<file path="src/rtl/data_mem_arbiter.sv">
// data_mem_arbiter: shares a single-port data memory between two requesters.
//   Requester 0 is the CPU load/store path, requester 1 is the loader/debug port.
//   One transaction at a time; round-robin on ties; out-of-range addresses are
//   rejected with err and never reach the memory.
//
// Ports:
//   clk, reset                   clock (rising edge), synchronous active-high reset
//   req*/we*/addr*/wdata*        request, write flag, word address, write data (held until done)
//   gnt*                         one-cycle pulse, request accepted
//   done*/err*                   one-cycle completion pulse, err = address out of range
//   rdata*                       last read data per requester
//   busy                         arbiter not idle
//   mem_*                        single-port memory interface
module data_mem_arbiter #(
  parameter int unsigned ADDR_WIDTH    = 32,
  parameter int unsigned DATA_WIDTH    = 32,
  parameter int unsigned DEPTH         = 256,
  parameter int unsigned ACCESS_CYCLES = 2
) (
  input  logic                  clk,
  input  logic                  reset,

  input  logic                  req0,
  input  logic                  we0,
  input  logic [ADDR_WIDTH-1:0] addr0,
  input  logic [DATA_WIDTH-1:0] wdata0,
  output logic                  gnt0,
  output logic                  done0,
  output logic [DATA_WIDTH-1:0] rdata0,
  output logic                  err0,

  input  logic                  req1,
  input  logic                  we1,
  input  logic [ADDR_WIDTH-1:0] addr1,
  input  logic [DATA_WIDTH-1:0] wdata1,
  output logic                  gnt1,
  output logic                  done1,
  output logic [DATA_WIDTH-1:0] rdata1,
  output logic                  err1,

  output logic                  busy,

  output logic [ADDR_WIDTH-1:0] mem_Address,
  output logic [DATA_WIDTH-1:0] mem_Write_Data,
  output logic                  mem_MemWrite,
  output logic                  mem_MemRead,
  input  logic [DATA_WIDTH-1:0] mem_Read_Data
);

  typedef enum logic [1:0] {
    StIdle,
    StAccess,
    StDone
  } state_e;

  // One extra bit so the range check is a full-width unsigned compare for any DEPTH.
  localparam logic [ADDR_WIDTH:0] DepthExt = (ADDR_WIDTH + 1)'(DEPTH);
  localparam logic [3:0]          LastCnt  = 4'(ACCESS_CYCLES - 1);

  state_e                state_q, state_d;
  logic                  last_grant_q, last_grant_d;
  logic                  winner_q, winner_d;
  logic                  cmd_we_q, cmd_we_d;
  logic [ADDR_WIDTH-1:0] cmd_addr_q, cmd_addr_d;
  logic [DATA_WIDTH-1:0] cmd_wdata_q, cmd_wdata_d;
  logic                  err_q, err_d;
  logic                  gnt0_q, gnt0_d;
  logic                  gnt1_q, gnt1_d;
  logic [3:0]            cnt_q, cnt_d;
  logic [DATA_WIDTH-1:0] rdata0_q, rdata0_d;
  logic [DATA_WIDTH-1:0] rdata1_q, rdata1_d;

  // Arbitration decision, meaningful only in StIdle with at least one request.
  logic                  pick;
  logic                  sel_we;
  logic [ADDR_WIDTH-1:0] sel_addr;
  logic [DATA_WIDTH-1:0] sel_wdata;
  logic                  sel_in_range;

  always_comb begin
    // On a tie the requester that did not win last time goes next.
    if (req0 && req1) begin
      pick = ~last_grant_q;
    end else begin
      pick = req1;
    end
    sel_we       = pick ? we1    : we0;
    sel_addr     = pick ? addr1  : addr0;
    sel_wdata    = pick ? wdata1 : wdata0;
    sel_in_range = ({1'b0, sel_addr} < DepthExt);
  end

  always_comb begin
    state_d      = state_q;
    last_grant_d = last_grant_q;
    winner_d     = winner_q;
    cmd_we_d     = cmd_we_q;
    cmd_addr_d   = cmd_addr_q;
    cmd_wdata_d  = cmd_wdata_q;
    err_d        = err_q;
    gnt0_d       = 1'b0;
    gnt1_d       = 1'b0;
    cnt_d        = cnt_q;
    rdata0_d     = rdata0_q;
    rdata1_d     = rdata1_q;

    unique case (state_q)
      StIdle: begin
        if (req0 || req1) begin
          winner_d     = pick;
          last_grant_d = pick;
          cmd_we_d     = sel_we;
          cmd_addr_d   = sel_addr;
          cmd_wdata_d  = sel_wdata;
          gnt0_d       = ~pick;
          gnt1_d       = pick;
          cnt_d        = 4'd0;
          if (sel_in_range) begin
            err_d   = 1'b0;
            state_d = StAccess;
          end else begin
            // Rejected: skip the memory entirely and report straight away.
            err_d   = 1'b1;
            state_d = StDone;
          end
        end
      end

      StAccess: begin
        if (cnt_q == LastCnt) begin
          state_d = StDone;
          if (!cmd_we_q) begin
            if (winner_q) begin
              rdata1_d = mem_Read_Data;
            end else begin
              rdata0_d = mem_Read_Data;
            end
          end
        end else begin
          cnt_d = cnt_q + 4'd1;
        end
      end

      StDone: begin
        state_d = StIdle;
      end

      default: begin
        state_d = StIdle;
      end
    endcase
  end

  always_ff @(posedge clk) begin
    if (reset) begin
      state_q      <= StIdle;
      last_grant_q <= 1'b1;
      winner_q     <= 1'b0;
      cmd_we_q     <= 1'b0;
      cmd_addr_q   <= '0;
      cmd_wdata_q  <= '0;
      err_q        <= 1'b0;
      gnt0_q       <= 1'b0;
      gnt1_q       <= 1'b0;
      cnt_q        <= 4'd0;
      rdata0_q     <= '0;
      rdata1_q     <= '0;
    end else begin
      state_q      <= state_d;
      last_grant_q <= last_grant_d;
      winner_q     <= winner_d;
      cmd_we_q     <= cmd_we_d;
      cmd_addr_q   <= cmd_addr_d;
      cmd_wdata_q  <= cmd_wdata_d;
      err_q        <= err_d;
      gnt0_q       <= gnt0_d;
      gnt1_q       <= gnt1_d;
      cnt_q        <= cnt_d;
      rdata0_q     <= rdata0_d;
      rdata1_q     <= rdata1_d;
    end
  end

  // Outputs decode from state, so the reset of state_q alone drops strobes and done.
  logic in_access;
  logic in_done;

  always_comb begin
    in_access      = (state_q == StAccess);
    in_done        = (state_q == StDone);
    gnt0           = gnt0_q;
    gnt1           = gnt1_q;
    done0          = in_done & ~winner_q;
    done1          = in_done & winner_q;
    err0           = done0 & err_q;
    err1           = done1 & err_q;
    rdata0         = rdata0_q;
    rdata1         = rdata1_q;
    busy           = (state_q != StIdle);
    // Both strobes derive from the single cmd_we_q, so they cannot overlap.
    mem_MemWrite   = in_access & cmd_we_q;
    mem_MemRead    = in_access & ~cmd_we_q;
    mem_Address    = in_access ? cmd_addr_q  : '0;
    mem_Write_Data = in_access ? cmd_wdata_q : '0;
  end

endmodule

</file>
<file path="config.mk">
export PLATFORM = sky130hd
export DESIGN_NAME = data_mem_arbiter
export DESIGN_NICKNAME = d
export VERILOG_FILES = /design/src/rtl/data_mem_arbiter.sv
export SDC_FILE = /design/constraint.sdc
export NUM_CORES = 1
export LEC_CHECK = 0
export CORE_MARGIN = 2
export CORE_UTILIZATION = 44
export CTS_CLUSTER_DIAMETER = 100
export DETAILED_ROUTE_END_ITERATION = 7
export PLACE_DENSITY_LB_ADDON = 0.3
export SLEW_MARGIN = 30
export SYNTH_ARGS = -nofsm -noshare
export SYNTH_HDL_FRONTEND = slang
export SYNTH_SLANG_ARGS = --single-unit
</file>
<file path="constraint.sdc">
create_clock -name clk -period 3.5 [get_ports clk]
set_input_delay 0.35 -clock clk [delete_from_list [all_inputs] [get_ports clk]]
set_output_delay 0.35 -clock clk [all_outputs]
set_load 0.005 [all_outputs]
</file>
# [Word level (Yosys, flattened, before mapping)]
# Cells that the tools add are included.
[op_classes] reduce_logical=11 muxes=14 n_addsub=1 n_bitwise=12 magnitude_cmp=1 eq_ne=6
[op_table] operator="$mux 32" count=4
[op_table] operator="$lt 32x9->1 const B" count=1
[op_table] operator="$mux 4" count=2
[op_table] operator="$pmux 4 s2" count=1
[op_table] operator="$reduce_and 4->1" count=2
[op_table] operator="$and 1x1->1" count=6
[op_table] operator="$mux 2" count=3
[op_table] operator="$not 1->1" count=6
[op_table] operator="$add 4x1->4 const B" count=1
[op_table] operator="$eq 4x1->1 const B" count=1
[op_table] operator="$ne 2x2->1 const B" count=2
[op_table] operator="$pmux 2 s2" count=1
[op_table] operator="$reduce_and 2->1" count=2
[op_table] operator="$reduce_bool 2->1" count=2
[op_table] operator="$mux 1" count=3
[op_table] operator="$reduce_and 3->1" count=1
[op_table] operator="$reduce_or 3->1" count=1
[op_table] operator="$eq 2x1->1 const B" count=1
[op_table] operator="$eq 2x2->1 const B" count=1
[op_table] operator="$logic_not 2->1" count=1
[op_table] operator="$ne 2x1->1 const B" count=1
[op_table] operator="$logic_and 1x1->1" count=1
[op_table] operator="$logic_or 1x1->1" count=1
[totals] reg_bits=140

# [Logic depth before layout (Yosys ltp)]
[logic_depth] word_depth=7 depth_mapped=8 ltp_nobuf=6

# [Worst setup path before layout]
# OpenSTA, ideal clock, no wires.
[synth_path] path_type="register -> register" from="register cnt_q[0]" to="register rdata0_q[25] (netlist: rdata0[25])" path_stages_with_launch=7 synth_period_minus_slack_ps=1581 slack_ps=1919 n_path_buf=1 arrival_time_ps=1514 required_ps=3433 path_cell_list="dfxtp_1 ha_1 or3b_4 nor4_4 buf_6 nand2_1 a21oi_2"
[synth_via] elab_chain_len=2
[synth_rtl] item="start: declaration" line="69" source="logic [3:0] cnt_q, cnt_d;"
[synth_rtl] item="start signal: assignment" line="178" source="cnt_q <= cnt_d;"
[synth_rtl] item="$eq 4x1->1" line="130" source="if (cnt_q == LastCnt) begin"
[synth_rtl] item="$reduce_and 4->1 (no source line)"
[synth_rtl] item="end signal: assignment" line="179" source="rdata0_q <= rdata0_d;"
[synth_rtl] item="end: declaration" line="70" source="logic [DATA_WIDTH-1:0] rdata0_q, rdata0_d;"
# No other way between the ends.
# A chain may end at the register's enable or synchronous reset.

# [Worst setup path in the final report]
[layout_path] from="register state_q[0]" to="output port mem_Write_Data[2]"
[layout_via] elab_chain_len=2
[layout_rtl] item="start: declaration" line="60" source="state_e state_q, state_d;"
[layout_rtl] item="start signal: assignment" line="156" source="state_q <= StIdle;"
[layout_rtl] item="start signal: assignment" line="169" source="state_q <= state_d;"
[layout_rtl] item="$eq 2x1->1" line="189" source="in_access = (state_q == StAccess);"
[layout_rtl] item="$mux 32" line="204" source="mem_Write_Data = in_access ? cmd_wdata_q : '0;"
[layout_rtl] item="end: declaration" line="44" source="output logic [DATA_WIDTH-1:0] mem_Write_Data,"
# No other way between the ends.

==> out/summary.txt <==
run status = completed
CP max FO = 65
largest net degree at the start of global routing = 104
max-slew violation count = 0
number of global-route vias before repair = 5445
post-synth top area share = 0.453
Mapped Area = 0.00619 mm^2
worst-case clock skew = 10.6 ps
Ys Warns = 0
Vias per Instance = 5.00
Cell Int Power = 3360 uW
Pleak = 0.00358 uW
largest area contributor in the netlist = dfxtp_1
Main synth FF type = dfxtp_1
slew at the pin closest to its max-slew limit = 808 ps
clk sinks = 140
Final #Nets = 1155
Post-Synth XOR/XNOR Area = 0.00283
clock root cell = clkbuf_16
cells after synthesis = 715
adder-cell share of the synthesized area = 0.00404
# diodes = 0
maximum vdd ir drop = 337 uV
min-delay worst type = flip-flop to flip-flop
CTS hold repair buffers = 0
Final setup violation count = 0
row cnt = 43
Logic pwr share = 0.116
post-CTS sizing = 0
Final HPWL DP = 13200 um
Final Cell Area = 0.00988 mm^2
mux share of post-synthesis cell area = 0.107
die width = 123 um
Reg power frac = 0.402
total number of vias = 5895
Synth Area in Simple Gates = 0.236
Syn Nets = 883
clock buffer count from CTS = 17
setup TNS = 0 ps
Sw Ratio = 0.214
ranking of synthesized cells by area = dfxtp_1, mux2i_1, a211oi_1
Die Y = 123 um
gr usage total = 0.242
first-pass GRT wire length = 28000 um
clock tree from TritonCTS = done
Longest Clk Path Bufs = 2
flops & latches, synth = 140
asr flop ratio synth = 0
initial antenna violation count = 0
DRC viols = 0
Switch Pwr = 913 uW
sequential fraction of the synthesis area = 0.453
# Max-Cap Violations = 0
grt ovf = 0
Post-synth top cells = dfxtp_1, nand2_1, nor2_1
GPL Wtd Cong = 0.852
Post-synth EDFFs = 0
Fmax = 0.387 GHz
largest family of logic cells by synthesized area = simple AND/OR/NAND/NOR gates
core box area = 0.0138 mm^2
Power Total = 4280 uW
Setup CP Type = flip-flop to output pin
RSZ-0062 raised after global routing = no
Pre-Repair DR Iteration Count = 5
Clk pin slew, worst setup/hold paths = 60 ps
Routed Antenna Nets = 0
port buffer count = 302
syn avg cell area = 8.65 um^2
Hold Vio Cnt, Final = 0
postcts setup bufs = 0
placed cell areas = 0.00921 mm^2
WP data arrival = 2230 ps
post-synthesis compound-gate area fraction = 0.141
pwr/cell area = 433 mW/mm^2
I/O pin total = 303
slew margin rel. = 0.461
synth unique cells = 42
wire length per cell = 15.6 um
startpoint type of the worst setup path = flip-flop
Die Area = 0.0150 mm^2
Req. time, crit path = 3150 ps
Initial Util = 0.447
Final min period = 2580 ps
most frequent cell after synthesis = dfxtp_1
final wirelength = 18400 um
Setup crit end kind = output pin
Final Util = 0.715
clock share of power = 0.482
Area Growth Syn to Fin = 59.7%
Clock H-tree levels = 4
layout cells sized above 1 = 0.0531
clock latency on the worst-skew pair = 420 ps
fin crit share = 0.738
initial drt markers = 376
## routing by layer
metal	global-route usage	vias up	routed length [um]
met5	0	-	0
li1	-	2998	-
met4	0.0869	0	406
met2	0.401	218	8750
met1	0.284	2653	7540
met3	0.0934	26	1710
## stage by stage
step / instances / setup slack, ps / hold slack, ps
global route: 1179 / 761 / 469
floorplan: 715 / 1920 / 438
finish: 1179 / 915 / 452
CTS: 1179 / 877 / 453
global placement: 1148 / 1320 / 442
detailed placement: 1148 / 1300 / 446
## worst max-delay path: stages, from the launching register on
cell             delay [ps]
dfxtp_1                 400
nor2b_4                 200
buf_4                   470
and2_1                  210
clkdlybuf4s50_1         540
## power groups by stage
stage | Sequential (uW) | Combinational, uW | Clock (uW)
2_1_floorplan | 1740 | 246 | 0
3_3_place_gp | 1750 | 490 | 0
3_5_place_dp | 1760 | 495 | 0
4_1_cts | 1720 | 497 | 2090
5_1_grt | 1730 | 538 | 2170
6_report | 1720 | 495 | 2060
## registers in the layout (all words and copies together), names as in the netlist, 2 cells and up
register and flops:
state_q 2, cnt_q 4, rdata0 32, rdata1 32, cmd_addr_q 32, cmd_wdata_q 32
## cell usage in the layout, fill, tap and decap left out, types with 4 or more instances in the layout
cell type and n:
nor4_1 12, nand2_1 132, clkdlybuf4s50_1 301, nor2_1 70
mux2i_1 65, dfxtp_1 140, clkbuf_16 17, a21oi_1 63
and2_1 68, a211oi_1 66, nor3_1 4, bufinv_16 7
buf_4 9
## path summary, 6_finish.rpt
kind	startpoint	endpoint	slack [ps]	cells past startpoint
worst max-delay path	state_q[0]$_SDFFE_PP0P_	mem_Write_Data[2]	920	4
worst max register to register	cnt_q[0]$_SDFFE_PP0P_	rdata1[28]$_SDFFE_PP0P_	1630	6
worst min register to register	rdata0[27]$_SDFFE_PP0P_	rdata0[27]$_SDFFE_PP0P_	450	2
worst min-delay path	rdata0[27]$_SDFFE_PP0P_	rdata0[27]$_SDFFE_PP0P_	450	2
## cells by family after synthesis
family,Yosys count
buffers and inverters,60
xor gates and xnor gates,2
adders and majority gates,2
DFF,140
and+or+nand+nor,308
muxes,66
AOI/OAI and AO/OA,137
## area by class of cell
| class | count | area, um^2 |
|---|---|---|
| clock buffer | 19 | 433 |
| clock inverter | 12 | 244 |
| fill | 1137 | 3940 |
| inverter | 1 | 3.75 |
| multi-input combinational | 515 | 3050 |
| sequential | 140 | 2800 |
| tap | 180 | 225 |
| timing repair buffer | 312 | 3120 |
Note: power is estimated with default switching activity, not from simulation.
